$ cat src/rtl/spi_pkg.sv
// rtl/spi_pkg.sv - shared state encoding and SPI framing constants
// Used by spi_burst_master and spi_clk_gen.
package spi_pkg;

    typedef enum logic [2:0] {
        ST_IDLE,
        ST_SETUP,
        ST_CMD,
        ST_DATA,
        ST_HOLD,
        ST_DONE
    } spi_state_t;

    // Command byte layout: {rw, mb, addr[5:0]}
    localparam int CMD_RW = 7;
    localparam int CMD_MB = 6;

    // Mode 3: SCLK idles high, data changes on falling edge, sampled on rising edge
    localparam logic SPI_CPOL  = 1'b1;
    localparam logic MOSI_IDLE = 1'b1;

endpackage

$ cat src/rtl/spi_clk_gen.sv
// rtl/spi_clk_gen.sv - SCLK divider with rise/fall slot ticks
// Ports:
//   clk, reset      system clock, async active-low reset
//   en              count while the master is between IDLE and DONE
//   allow_fall      permit SCLK to drop on the next fall tick
//   sclk            SPI clock, idles high
//   rise_tick       this clock drives SCLK rising (sample point)
//   fall_tick       slot boundary where SCLK would fall (shift point)
module spi_clk_gen
    import spi_pkg::*;
#(
    parameter int CLK_DIV = 4
) (
    input  logic clk,
    input  logic reset,
    input  logic en,
    input  logic allow_fall,
    output logic sclk,
    output logic rise_tick,
    output logic fall_tick
);

    localparam int DIV_W = $clog2(CLK_DIV);
    localparam logic [DIV_W-1:0] DIV_LAST = DIV_W'(CLK_DIV - 1);

    logic [DIV_W-1:0] div_q, div_d;
    logic             sclk_q, sclk_d;
    logic             wrap;

    always_comb begin
        wrap      = en && (div_q == DIV_LAST);
        rise_tick = wrap && !sclk_q;
        fall_tick = wrap && sclk_q;
        div_d     = div_q;
        sclk_d    = sclk_q;
        if (!en) begin
            div_d  = '0;
            sclk_d = SPI_CPOL;
        end else begin
            div_d = wrap ? '0 : div_q + 1'b1;
            // Fall ticks still pace SETUP/HOLD even when SCLK is held high
            if (rise_tick || (fall_tick && allow_fall)) begin
                sclk_d = ~sclk_q;
            end
        end
    end

    always_ff @(posedge clk or negedge reset) begin
        if (!reset) begin
            div_q  <= '0;
            sclk_q <= SPI_CPOL;
        end else begin
            div_q  <= div_d;
            sclk_q <= sclk_d;
        end
    end

    assign sclk = sclk_q;

endmodule

$ cat src/rtl/spi_burst_master.sv
// rtl/spi_burst_master.sv - mode-3 SPI master: command byte then burst read or single write
// Ports:
//   clk, reset                         system clock, async active-low reset
//   start, rw, start_addr, num_bytes,  request (sampled in IDLE only)
//   wr_data
//   buffer                             read data, byte k at [8k+7:8k]
//   done, busy                         completion pulse, transaction in progress
//   spi_cs_n, spi_sclk, spi_mosi,      SPI bus
//   spi_miso
module spi_burst_master
    import spi_pkg::*;
#(
    parameter int CLK_DIV   = 4,
    parameter int MAX_BYTES = 6,
    parameter int ADDR_W    = 6
) (
    input  logic                           clk,
    input  logic                           reset,
    input  logic                           start,
    input  logic                           rw,
    input  logic [ADDR_W-1:0]              start_addr,
    input  logic [$clog2(MAX_BYTES+1)-1:0] num_bytes,
    input  logic [7:0]                     wr_data,
    output logic [8*MAX_BYTES-1:0]         buffer,
    output logic                           done,
    output logic                           busy,
    output logic                           spi_cs_n,
    output logic                           spi_sclk,
    output logic                           spi_mosi,
    input  logic                           spi_miso
);

    localparam int LEN_W  = $clog2(MAX_BYTES + 1);
    localparam int BYTE_W = (MAX_BYTES > 1) ? $clog2(MAX_BYTES) : 1;

    spi_state_t             state_q, state_d;
    logic                   rw_q, rw_d;
    logic [7:0]             wr_q, wr_d;
    logic [BYTE_W-1:0]      last_q, last_d;
    logic [7:0]             sh_q, sh_d;
    logic [6:0]             rx_q, rx_d;
    logic [2:0]             bit_q, bit_d;
    logic [BYTE_W-1:0]      byte_q, byte_d;
    logic                   mosi_q, mosi_d;
    logic [8*MAX_BYTES-1:0] buffer_q, buffer_d;

    logic [BYTE_W-1:0] eff_last;
    logic [7:0]        cmd_byte;
    logic [7:0]        data_first;
    logic              clk_en, allow_fall, last_bit;
    logic              rise_tick, fall_tick;

    // Index of the final byte: 0 requests one byte, oversize requests clamp
    always_comb begin
        if (num_bytes <= LEN_W'(1)) begin
            eff_last = '0;
        end else if (num_bytes >= LEN_W'(MAX_BYTES)) begin
            eff_last = BYTE_W'(MAX_BYTES - 1);
        end else begin
            eff_last = BYTE_W'(num_bytes - LEN_W'(1));
        end
    end

    always_comb begin
        cmd_byte             = '0;
        cmd_byte[CMD_RW]     = rw;
        cmd_byte[CMD_MB]     = rw && (eff_last != '0);
        cmd_byte[ADDR_W-1:0] = start_addr;
    end

    // Reads keep MOSI high through the data phase
    assign data_first = rw_q ? 8'hFF : wr_q;
    assign last_bit   = (bit_q == 3'd7) && (byte_q == last_q);
    assign clk_en     = (state_q != ST_IDLE) && (state_q != ST_DONE);
    // SCLK must stay high after the last data bit so HOLD sees an idle clock
    assign allow_fall = (state_q == ST_SETUP) || (state_q == ST_CMD) ||
                        ((state_q == ST_DATA) && !last_bit);

    spi_clk_gen #(.CLK_DIV(CLK_DIV)) u_clk_gen (
        .clk        (clk),
        .reset      (reset),
        .en         (clk_en),
        .allow_fall (allow_fall),
        .sclk       (spi_sclk),
        .rise_tick  (rise_tick),
        .fall_tick  (fall_tick)
    );

    always_comb begin
        state_d  = state_q;
        rw_d     = rw_q;
        wr_d     = wr_q;
        last_d   = last_q;
        sh_d     = sh_q;
        rx_d     = rx_q;
        bit_d    = bit_q;
        byte_d   = byte_q;
        mosi_d   = mosi_q;
        buffer_d = buffer_q;
        case (state_q)
            ST_IDLE: begin
                if (start) begin
                    rw_d    = rw;
                    wr_d    = wr_data;
                    last_d  = rw ? eff_last : '0;
                    sh_d    = cmd_byte;
                    bit_d   = '0;
                    byte_d  = '0;
                    state_d = ST_SETUP;
                end
            end
            ST_SETUP: begin
                if (fall_tick) begin
                    mosi_d  = sh_q[7];
                    sh_d    = {sh_q[6:0], 1'b1};
                    state_d = ST_CMD;
                end
            end
            ST_CMD: begin
                if (fall_tick) begin
                    bit_d = bit_q + 3'd1;
                    if (bit_q == 3'd7) begin
                        mosi_d  = data_first[7];
                        sh_d    = {data_first[6:0], 1'b1};
                        byte_d  = '0;
                        state_d = ST_DATA;
                    end else begin
                        mosi_d = sh_q[7];
                        sh_d   = {sh_q[6:0], 1'b1};
                    end
                end
            end
            ST_DATA: begin
                if (rise_tick && rw_q) begin
                    rx_d = {rx_q[5:0], spi_miso};
                    if (bit_q == 3'd7) begin
                        for (int k = 0; k < MAX_BYTES; k++) begin
                            if (byte_q == BYTE_W'(k)) begin
                                buffer_d[8*k +: 8] = {rx_q, spi_miso};
                            end
                        end
                    end
                end
                if (fall_tick) begin
                    bit_d = bit_q + 3'd1;
                    if (last_bit) begin
                        mosi_d  = MOSI_IDLE;
                        state_d = ST_HOLD;
                    end else begin
                        if (bit_q == 3'd7) begin
                            byte_d = byte_q + 1'b1;
                        end
                        mosi_d = sh_q[7];
                        sh_d   = {sh_q[6:0], 1'b1};
                    end
                end
            end
            ST_HOLD: begin
                if (fall_tick) begin
                    state_d = ST_DONE;
                end
            end
            ST_DONE: begin
                state_d = ST_IDLE;
            end
            default: begin
                state_d = ST_IDLE;
            end
        endcase
    end

    always_ff @(posedge clk or negedge reset) begin
        if (!reset) begin
            state_q  <= ST_IDLE;
            rw_q     <= 1'b0;
            wr_q     <= '0;
            last_q   <= '0;
            sh_q     <= 8'hFF;
            rx_q     <= '0;
            bit_q    <= '0;
            byte_q   <= '0;
            mosi_q   <= MOSI_IDLE;
            buffer_q <= '0;
        end else begin
            state_q  <= state_d;
            rw_q     <= rw_d;
            wr_q     <= wr_d;
            last_q   <= last_d;
            sh_q     <= sh_d;
            rx_q     <= rx_d;
            bit_q    <= bit_d;
            byte_q   <= byte_d;
            mosi_q   <= mosi_d;
            buffer_q <= buffer_d;
        end
    end

    assign buffer   = buffer_q;
    assign done     = (state_q == ST_DONE);
    assign busy     = (state_q != ST_IDLE);
    assign spi_cs_n = (state_q == ST_IDLE) || (state_q == ST_DONE);
    assign spi_mosi = mosi_q;

endmodule

$ cat config.mk
export PLATFORM = sky130hd
export DESIGN_NAME = spi_burst_master
export DESIGN_NICKNAME = d
export VERILOG_FILES = /design/src/rtl/spi_pkg.sv /design/src/rtl/spi_clk_gen.sv /design/src/rtl/spi_burst_master.sv
export SDC_FILE = /design/constraint.sdc
export NUM_CORES = 1
export LEC_CHECK = 0
export ABC_AREA = 1
export CORE_ASPECT_RATIO = 0.9
export CORE_MARGIN = 10
export CORE_UTILIZATION = 40
export DETAILED_ROUTE_END_ITERATION = 6
export REMOVE_ABC_BUFFERS = 1
export SYNTH_ARGS = -nofsm -noshare
export SYNTH_HDL_FRONTEND = slang
export SYNTH_SLANG_ARGS = --single-unit
$ cat constraint.sdc
create_clock -name clk -period 1.93 [get_ports clk]
set_input_delay 0.386 -clock clk [delete_from_list [all_inputs] [get_ports clk]]
set_output_delay 0.386 -clock clk [all_outputs]
set_load 0.01 [all_outputs]
Yosys cells after proc, flatten, opt, wreduce, memory -nomap -nowiden
Cells that the tools add are included.

word-level totals
  register bits = 88
  input bits = 22
  output and inout port bits = 53
  word-level logic and storage cells = 124

operators by class
  add/subtract/negate cells = 4
  magnitude comparators = 2
  eq/ne operators = 25
  mux-type cells = 38
  bitwise operators = 1
  reductions and logical operators = 37

operators by type and width
  kind                                                                    number
  8-bit two-way mux                                                       7
  3-bit two-way mux                                                       17
  8-bit one-hot mux with 4 select lines                                   1
  4-bit AND reduction                                                     7
  2-bit != test (second input constant)                                   10
  3-bit equality test (second input constant)                             5
  3-bit one-hot mux with 5 select lines                                   1
  7-bit AND reduction                                                     2
  3-bit by 2-bit equality test with 1-bit output (second input constant)  4
  3-bit nonzero test                                                      4
  1-bit logical AND                                                       9
  3-bit one-hot mux with 3 select lines                                   1
  1-bit two-way mux                                                       7
  3-bit by 1-bit adder with 3-bit output (second input constant)          2
  3-bit by 1-bit equality test with 1-bit output (second input constant)  2
  3-bit logical NOT                                                       2
  3-bit one-hot mux with 2 select lines                                   1
  6-bit AND reduction                                                     1
  1-bit logical OR                                                        4
  2-bit two-way mux                                                       2
  2-bit AND reduction                                                     2
  4-bit nonzero test                                                      1
  3-bit equality test                                                     1
  3-bit >= comparator (second input constant)                             1
  12 further kinds                                                        13

Depth between registers and ports, before layout
Gate-level depths: netlist of the first run.

  depth in word-level cells = 9
  mapped depth = 11
  gate-level depth less buffers = 11

Cells and area by module
Synthesis of the first run repeated with hierarchy kept, for this count alone.

unflattened totals
  cells, all modules = 457
  area total of the unflattened synthesis = 4,100.2 sq um

by module, submodules not included
  module            instances  cells each  area each (sq um)
  spi_burst_master  1          441         3,962.6
  spi_clk_gen       1          16          137.6

Worst setup path after synthesis of the first run
Ideal clock, no wire load.

  path type = register to register
  from = register state_q[2]
  to = register buffer_q[22], in the netlist buffer[22]
  setup time = 128 ps
  arrival time = 1,649 ps
  required time = 1,802 ps
  slack = 153 ps
  stages on the path, launching flop included = 10
  clock period less this slack = 1,777 ps
  cell sequence = dfrtp_1 > buf_2 > inv_1 > nand2_1 > nand3_1 > nor3_2 > nand3_1 > buf_6 > nand2_1 > o21ai_0

between the ends
  cells in the longest elaborated chain, start to end = 6
  elaborated cells between the ends (all ways) = 8
  those cells by class = eq/ne: 2; reduce/logical: 6

ends and longest elaborated chain
  what                                  line                     source
  start, declared                       spi_burst_master.sv:36   spi_state_t state_q, state_d;
  start signal, assigned                spi_burst_master.sv:185  state_q <= state_d;
  3-bit nonzero test                    n/a
  via busy                              spi_burst_master.sv:26   output logic busy,
  1-bit logical AND                     spi_burst_master.sv:74   assign clk_en = (state_q != ST_IDLE) && (state_q != ST_DONE);
  1-bit logical AND                     spi_clk_gen.sv:31        wrap = en && (div_q == DIV_LAST);
  1-bit logical AND                     spi_clk_gen.sv:32        rise_tick = wrap && !sclk_q;
  1-bit logical AND                     spi_burst_master.sv:134  if (rise_tick && rw_q) begin
  4-bit AND reduction (no source line)  n/a
  end signal, assigned                  spi_burst_master.sv:194  buffer_q <= buffer_d;
  end, declared                         spi_burst_master.sv:45   logic [8*MAX_BYTES-1:0] buffer_q, buffer_d;

The timed path passes the listed nets, and every way through them passes these cells.
A chain may end at the register's enable or synchronous reset.

Worst setup path after layout of the first run
  from = register mosi_q, in the netlist spi_mosi
  to = output spi_mosi

RTL lines
  what                    line                     source
  start, declared         spi_burst_master.sv:44   logic mosi_q, mosi_d;
  start signal, assigned  spi_burst_master.sv:193  mosi_q <= mosi_d;
  end, declared           spi_burst_master.sv:29   output logic spi_mosi,

No word-level cell between the ends.

==> impl_metrics.yaml, run 1 <==
synth:
  ys_ff_latch: 88
  post-synth-top-area-cell: "dfrtp_1"
  ys_seq_area_share_pct: 57.3
  yosysWarnings: 0
  synth_cells: 450
  ys_types: 23
  netlist.area_leader.share_pct: 50.5
  avgSynthCellArea_um2: 8.59
  synth_area_mm2: 0.00387
  synth.top_cells.by_area: "dfrtp_1, nand2_1, o21ai_0"
critical_path:
  max_stage_delay_ns: 0.54
  cpMaxStageDelayCell: "dfstp_2"
  crit_path_start_kind: "register"
  cp-end-kind: "output port"
  critical_path_required_ns: 1.54
  cp_cell_sequence: "clkdlybuf4s50_1"
  cp_top_family: "flip-flops"
  worstSetupPathType: "register to output port"
  cp_data_arrival_time_ns: 1.42
  crit_path_max_fanout: 2
  path_buf_inv: 1
sta:
  layout_worst_path_cycle_share_pct: 93.6
  skew_ns: 0.00580
  finalSetupViolCount: 0
  fin_tns_setup_ns: 0
  setup_ws_ns: 0.123
  fmax_mhz: 553
  tightest_slew_ns: 0.436
  rsz0062_at_grt: "no"
  hold_violations: 0
  layout_min_cycle_time_ns: 1.81
  timing.slew.headroom_pct: 70.9
  slew_violations: 0
cells_and_area:
  syn2layout_area_growth_pct: 31.6
  finalNonFillerCells: 673
  nets: 577
  drive_gt1_share_pct: 10.9
  diodes: 0
  nFillCells: 891
placement:
  dp.cells: 653
  portBuffers: 74
  pre_cts_ws_ns: 0.152
  dp_hpwl_um: 6910
  gp_congestion: 0.826
clock_tree:
  clkTransAtPathRegs_ns: 0.09
  clock_sinks: 88
  cts-root-buf: "clkbuf_8"
  clk_latency_ns: 0.35
  cts-htree-levels: 3
  clock_path_buffers: 2
  cts_made_buffers: 9
  cts_tree: "built"
grt:
  track_usage_pct: 13.6
  grt_start_max_net_pins: 38
  grt_pass1_vias: 3198
  antenna_found_initial: 0
  grt_pass1_wl_um: 15700
  grt_overflow: 0
floorplan:
  die_area_mm2: 0.0140
  std_cell_rows: 33
  start_util_pct: 41.6
  design.portCount: 75
  die_w_um: 124
  coreArea_mm2: 0.00929
  die_y_um: 113
routing:
  drc_errors: 0
  wl_um: 9200
  vias_per_cell: 4.75
  drt_iter0_drc: 148
  dr.pass1.iters: 5
  wl_per_cell_um: 13.7
  vias: 3197
  drtAntennaViolNets: 0
hold_path:
  hold_path.class: "register to register"
power_and_ir_drop:
  ir_worst_vdd_v: 0.000729
  p_clk_share_pct: 23.2
  p_per_area_mw_per_mm2: 1130
  seqPwrFrac_pct: 42.0
  swShare_pct: 37.2
  power_switching_mw: 2.14
  report.power.total_mw: 5.75
  power_leakage_nw: 2.41
  p_int_mw: 3.61
  pwr-share-comb_pct: 34.8
run:
  drv_cap: 0
outcome:
  status: "finished clean"
## per-stage QoR
step                hold WS [ns]  area, µm²  utilization, %
global route               0.487       5090            54.8
finish                     0.446       5090            54.8
CTS                        0.447       5070            54.5
floorplan                 0.0904       3790               -
global placement           0.360       4830            52.0
detailed placement         0.367       4830            52.0
## synth_stat cells
master    number
nand2_1      153
dfrtp_1       78
o21ai_0       76
inv_1         40
nand3_1       35
nor2_1        23
dfstp_2       10
ha_1           9
clkbuf_1       5
buf_6          4
buf_2          2
nor2_2         2
o22ai_1        2
or2_2          2
a21oi_1        1
and3_1         1
inv_2          1
nand3_2        1
nand3b_1       1
nand4_1        1
nor3_1         1
nor3_2         1
o21bai_1       1
## cell type report
| class | count | area, µm² | share of cell area, % |
|---|---|---|---|
| Clock inverter | 7 | 83.8 | 1.65 |
| Inverter | 41 | 154 | 3.02 |
| Sequential cell | 88 | 2210 | 43.5 |
| Tap cell | 122 | 153 | 3.00 |
| Clock buffer | 9 | 124 | 2.43 |
| Multi-Input combinational cell | 310 | 1450 | 28.4 |
| Timing Repair Buffer | 96 | 913 | 17.9 |
## sequential cells by signal (all words and copies together), names as in the netlist
name             count
u_clk_gen.div_q      2
rw_q                 1
bit_q                3
last_q               3
sh_q                 8
u_clk_gen.sclk       1
state_q              3
spi_mosi             1
wr_q                 8
rx_q                 7
byte_q               3
buffer              48
## cells by family (layout without fill, tap and decap cells)
logic type	Yosys count	in the layout	synth area share [%]
buf+inv	52	153	5.89
fa+ha+maj	9	9	2.91
compound gates	80	80	10.5
flops	88	88	57.3
simple gates	221	221	23.4
## placed cells by master, fill, tap and decap left out, types with 4 or more instances in the layout
| cell | n |
|---|---|
| buf_4 | 21 |
| clkbuf_8 | 9 |
| clkdlybuf4s50_1 | 69 |
| dfrtp_1 | 78 |
| dfstp_2 | 10 |
| ha_1 | 9 |
| inv_1 | 40 |
| inv_6 | 4 |
| nand2_1 | 151 |
| nand3_1 | 35 |
| nor2_1 | 21 |
| o21ai_0 | 75 |
## power by group through the flow
| stage | combinational, mW | sequential (mW) | clock, mW |
|---|---|---|---|
| 2_1_floorplan | 1.27 | 2.41 | 0 |
| 6_report | 2.00 | 2.41 | 1.33 |
| 5_1_grt | 2.32 | 2.46 | 1.47 |
| 4_1_cts | 2.00 | 2.41 | 1.38 |
| 3_3_place_gp | 1.94 | 2.45 | 0 |
| 3_5_place_dp | 1.97 | 2.45 | 0 |
## per-layer routing
| metal | wire length (µm) | GRT usage [%] |
|---|---|---|
| met1 | 4300 | 17.9 |
| met3 | 678 | 4.72 |
| met2 | 4190 | 21.1 |
| met4 | 34 | 2.87 |
| met5 | 0 | 0 |
## repair_timing
item / 4_1_cts / 5_1_grt
gates resized for setup: 3 / 10
hold buffers: 1 / 0
setup endpoints to repair: 3 / 43
hold endpoints to repair: 28 / 0
buffers inserted: 3 / 0
## final timing paths
check,start,to,slack [ns],cells after the start
worst max-delay path,spi_mosi,spi_mosi,0.12,1
worst min-delay path,u_clk_gen.div_q[0],u_clk_gen.div_q[0],0.45,1
worst max register to register,state_q[0],sh_q[3],0.22,12
worst min register to register,u_clk_gen.div_q[0],u_clk_gen.div_q[0],0.45,1
max in group asynchronous,reset,sh_q[6],0.77,3
min in group asynchronous,reset,buffer[26],0.54,2
Note: power is estimated with default switching activity, not from simulation.
==> run 2: changes to the inputs <==
==> constraint.sdc (replaced) <==
create_clock -name clk -period 2 [get_ports clk]
set_input_delay 0.4 -clock clk [delete_from_list [all_inputs] [get_ports clk]]
set_output_delay 0.4 -clock clk [all_outputs]
set_load 0.01 [all_outputs]
==> impl_metrics.yaml, run 2 (same netlist as run 1, synthesis figures left out) <==
run:
  drv_cap: 0
critical_path:
  ff2ff_setup_slack_ns: 0.25
  cpMaxStageDelayCell: "dfstp_2"
  max_stage_delay_ns: 0.59
  crit_path_max_fanout: 5
  crit_path_start_kind: "register"
  worstSetupPathType: "register to output port"
  cp_cell_sequence: "clkdlybuf4s50_1"
  cp_top_family: "flip-flops"
  path_buf_inv: 1
  cp-end-kind: "output port"
  cp_data_arrival_time_ns: 1.49
  critical_path_required_ns: 1.60
cells_and_area:
  final_cell_mix: "nand2_1, dfrtp_1, o21ai_0"
  finalInstanceArea_mm2: 0.00507
  finalNonFillerCells: 671
  nFillCells: 838
  syn2layout_area_growth_pct: 31.1
  diodes: 0
  multiInputGateArea_mm2: 0.00144
  drive_gt1_share_pct: 10.7
  nets: 575
  largest_reg_flops: 48
  regArea_mm2: 0.00222
  final_common_cell: "nand2_1"
  fin_util_pct: 54.5
placement:
  dp.cells: 651
  portBuffers: 74
  pre_cts_ws_ns: 0.123
  place_area_mm2: 0.00482
  gp_congestion: 0.789
  dp_hpwl_um: 6750
floorplan:
  coreArea_mm2: 0.00929
  die_area_mm2: 0.0140
  die_w_um: 124
  std_cell_rows: 33
  start_util_pct: 41.6
  die_y_um: 113
  design.portCount: 75
sta:
  tightest_slew_ns: 0.521
  layout_min_cycle_time_ns: 1.89
  finalSetupViolCount: 0
  setup_ws_ns: 0.110
  hold_violations: 0
  slew_violations: 0
  layout_worst_path_cycle_share_pct: 94.5
  rsz0062_at_grt: "no"
  timing.slew.headroom_pct: 64.9
  skew_ns: 0.0103
  fmax_mhz: 529
  fin_tns_setup_ns: 0
clock_tree:
  cts_made_buffers: 9
  cts-root-buf: "clkbuf_8"
  clk_latency_ns: 0.36
  cts-htree-levels: 3
  clkTransAtPathRegs_ns: 0.09
  clock_path_buffers: 2
  cts_tree: "built"
  clock_sinks: 88
grt:
  grt_overflow: 0
  antenna_found_initial: 0
  track_usage_pct: 13.2
  grt_start_max_net_pins: 49
  grt_pass1_wl_um: 15100
  grt_pass1_vias: 3136
outcome:
  status: "finished clean"
power_and_ir_drop:
  p_per_area_mw_per_mm2: 1090
  ir_worst_vdd_v: 0.000591
  power_leakage_nw: 2.40
routing:
  drt_iter0_drc: 247
  vias: 3130
  drc_errors: 0
  wl_um: 9060
  wl_per_cell_um: 13.5
  drtAntennaViolNets: 0
  dr.pass1.iters: 4
  vias_per_cell: 4.66
hold_path:
  hold_path.class: "register to register"
## run 2: cell types whose count changed in the layout (fill, tap and decap cells not counted), sizes merged
cell	delta
dlymetal6s2s	-1
buf	-2
inv	-1
clkinv	+1
clkdlybuf4s50	+1
## run 2: metrics by stage
step / total power [mW] / hold WS [ns]
after global routing: 5.99 / 0.471
after detailed placement: 4.23 / 0.327
final: 5.50 / 0.440
after global placement: 4.20 / 0.326
after CTS: 5.57 / 0.447
after floorplan: 3.55 / 0.104
## run 2: worst paths after layout
| kind | depth (start not counted) | to | from |
|---|---|---|---|
| hold reg to reg | 1 | u_clk_gen.div_q[0] | u_clk_gen.div_q[0] |
| min in group asynchronous | 2 | buffer[38] | reset |
| hold / removal | 1 | u_clk_gen.div_q[0] | u_clk_gen.div_q[0] |
| max in group asynchronous | 3 | sh_q[2] | reset |
| setup / recovery | 1 | spi_sclk | u_clk_gen.sclk |
| setup reg to reg | 12 | sh_q[2] | state_q[0] |
## run 2: final cells by class
class	instances	share of cell area, %
Sequential cell	88	43.7
Multi-Input combinational cell	310	28.4
Timing Repair Buffer	94	17.7
Inverter	41	3.04
Tap cell	122	3.01
Clock buffer	9	2.44
Clock inverter	7	1.70
## run 2: where the power goes
part / internal, mW / switching, mW / total (mW)
logic: 0.716 / 1.15 / 1.87
registers: 2.14 / 0.201 / 2.34
clock network: 0.606 / 0.686 / 1.29
## run 2: repair_timing
item	CTS	global route
endpoints found under the hold margin	24	0
setup endpoints to repair	3	5
buffers inserted	3	0
hold buffers	1	0
gates cloned	0	0
resized for setup	5	6
## run 2: routing by layer
| metal | wire length, µm | global-route usage (%) | share of wire, % |
|---|---|---|---|
| met1 | 4240 | 16.9 | 47 |
| met2 | 4000 | 20.2 | 44 |
| met3 | 688 | 4.92 | 7.6 |
| met4 | 131 | 4.42 | 1.4 |
| met5 | 0 | 0 | 0 |
## run 2: worst reg2reg max path: stages, from the launching register on
cell,delay (ns)
dfrtp_1,0.41
buf_4,0.14
inv_2,0.04
nor2_1,0.11
inv_1,0.08
nor2_2,0.10
buf_4,0.13
nand3_1,0.14
nand2_1,0.12
nor2_2,0.05
nand2_1,0.21
nand2_1,0.09
nand2_1,0.07
==> run 3: changes to the inputs <==
--- a/config.mk
+++ b/config.mk
@@ -10,6 +10,7 @@
 export CORE_MARGIN = 10
 export CORE_UTILIZATION = 40
 export DETAILED_ROUTE_END_ITERATION = 6
+export DONT_BUFFER_PORTS = 1
 export REMOVE_ABC_BUFFERS = 1
 export SYNTH_ARGS = -nofsm -noshare
 export SYNTH_HDL_FRONTEND = slang
==> impl_metrics.yaml, run 3 (same netlist as run 1, synthesis figures left out) <==
cells_and_area:
  final_cell_mix: "nand2_1, dfrtp_1, o21ai_0"
  fin_util_pct: 46.2
  drive_gt1_share_pct: 10.5
  nFillCells: 925
  syn2layout_area_growth_pct: 10.9
  regArea_mm2: 0.00222
  nets: 494
  largest_reg_flops: 48
  diodes: 0
  multiInputGateArea_mm2: 0.00143
  finalInstanceArea_mm2: 0.00429
  final_common_cell: "nand2_1"
sta:
  fmax_mhz: 540
  holdWs_ns: -0.274
  finalSetupViolCount: 0
  skew_ns: 0.0131
  hold_violations: 88
  timing.slew.headroom_pct: 66.3
  slew_violations: 0
  layout_worst_path_cycle_share_pct: 92.5
  tightest_slew_ns: 0.501
  layout_min_cycle_time_ns: 1.85
  fin_tns_setup_ns: 0
critical_path:
  cp-end-kind: "output port"
  ff2ff_path_depth: 10
  r2r_end: "buffer[2]"
  worstSetupPathType: "register to output port"
  rr_startpoint: "state_q[0]"
  cp_cell_sequence: "nor2_1 -> nand2_2 -> inv_1 -> nor2_1 -> inv_1"
  crit_path_max_fanout: 5
  crit_path_start_kind: "register"
  max_stage_delay_ns: 0.45
  ff2ff_setup_slack_ns: 0.21
  cp_data_arrival_time_ns: 1.45
  cpMaxStageDelayCell: "dfrtp_1"
  critical_path_required_ns: 1.60
routing:
  dr.pass1.iters: 4
  met2WireLength_um: 3960
  wl_met1_um: 3930
  vias_per_cell: 4.89
  drc_errors: 0
  drt_iter0_drc: 197
  highest_layer: "met4"
  drtAntennaViolNets: 0
  vias: 2883
  wl_met3_um: 943
  wl_per_cell_um: 15.1
  wl_um: 8920
clock_tree:
  clk_latency_ns: 0.36
  cts-root-buf: "clkbuf_8"
  clkTransAtPathRegs_ns: 0.09
  cts_made_buffers: 9
  cts-htree-levels: 3
  clock_sinks: 88
  cts_tree: "built"
  post_cts_buffers: 0
  clock_path_buffers: 2
floorplan:
  std_cell_rows: 33
  die_w_um: 124
  die_area_mm2: 0.0140
  die_y_um: 113
  start_util_pct: 41.6
  coreArea_mm2: 0.00929
  design.portCount: 75
placement:
  gp_congestion: 0.823
  dp_hpwl_um: 6400
  portBuffers: 0
  place_area_mm2: 0.00404
hold_path:
  hold_path.class: "input pin to asynchronous set/reset pin"
power_and_ir_drop:
  p_per_area_mw_per_mm2: 1270
  power_leakage_nw: 2.10
  report.power.total_mw: 5.45
  ir_worst_vdd_v: 0.000817
grt:
  grt_overflow: 0
  grt_pass1_vias: 2825
  grt_pass1_wl_um: 14600
  antenna_found_initial: 0
  track_usage_pct: 12.9
  grt_start_max_net_pins: 89
run:
  drv_cap: 0
outcome:
  violations: "hold timing"
  status: "complete, but fails checks"
==> run 3: cell count changes in the layout (fill, tap and decap cells not counted), sizes merged <==
cell           change
inv                -1
clkinvlp           -1
clkdlybuf4s50     -70
dlygate4sd3        -1
bufinv             +1
dlygate4sd2        -2
buf                -7
==> run 3: final cells by class <==
type	instances	area share, %
Sequential cell	88	51.7
Multi-Input combinational cell	310	33.4
Inverter	41	3.59
Tap cell	122	3.56
Clock buffer	10	3.21
Clock inverter	6	2.28
Timing Repair Buffer	13	2.28
==> run 3: report_power, final <==
| group | internal, mW | total, mW | switching [mW] |
|---|---|---|---|
| clock network | 0.758 | 1.43 | 0.671 |
| registers | 2.14 | 2.36 | 0.225 |
| logic | 0.571 | 1.65 | 1.08 |
| total | 3.47 | 5.45 | 1.98 |
==> run 3: how the worst max path moves through the flow <==
stage | slack (ns) | start | to | cells after the start
after floorplan | 0.23 | state_q[2] | buffer[40] | 7
after global placement | 0.23 | state_q[2] | sh_q[3] | 9
after detailed placement | 0.12 | state_q[2] | rx_q[3] | 8
after CTS | 0.07 | state_q[2] | spi_cs_n | 5
after global routing | -0.02 | state_q[0] | buffer[2] | 10
final | 0.15 | state_q[0] | spi_cs_n | 5
==> run 3: stage by stage <==
| step | instances | setup WS (ns) |
|---|---|---|
| 3_3_place_gp | 574 | 0.234 |
| 5_1_grt | 590 | -0.0189 |
| 4_1_cts | 590 | 0.0705 |
| 2_1_floorplan | 439 | 0.234 |
| 6_report | 590 | 0.149 |
| 3_5_place_dp | 574 | 0.122 |
==> run 3: layer usage <==
layer | vias up | global-route usage (%)
met3 | 10 | 6.01
met2 | 77 | 19.0
met1 | 1334 | 16.8
met4 | 0 | 3.26
li1 | 1462 | -
met5 | - | 0
==> run 3: worst max-delay path, delay by kind of cell (launching register included) <==
kind	cells	cell delay [ns]
buffers and inverters	2	0.24
AND/OR/NAND/NOR	3	0.42
flip-flops	1	0.45
==> run 3: timing repair <==
action                                 4_1_cts  5_1_grt
resized for setup                            0        4
endpoints found under the hold margin       88       88
setup endpoints to repair                    0       44
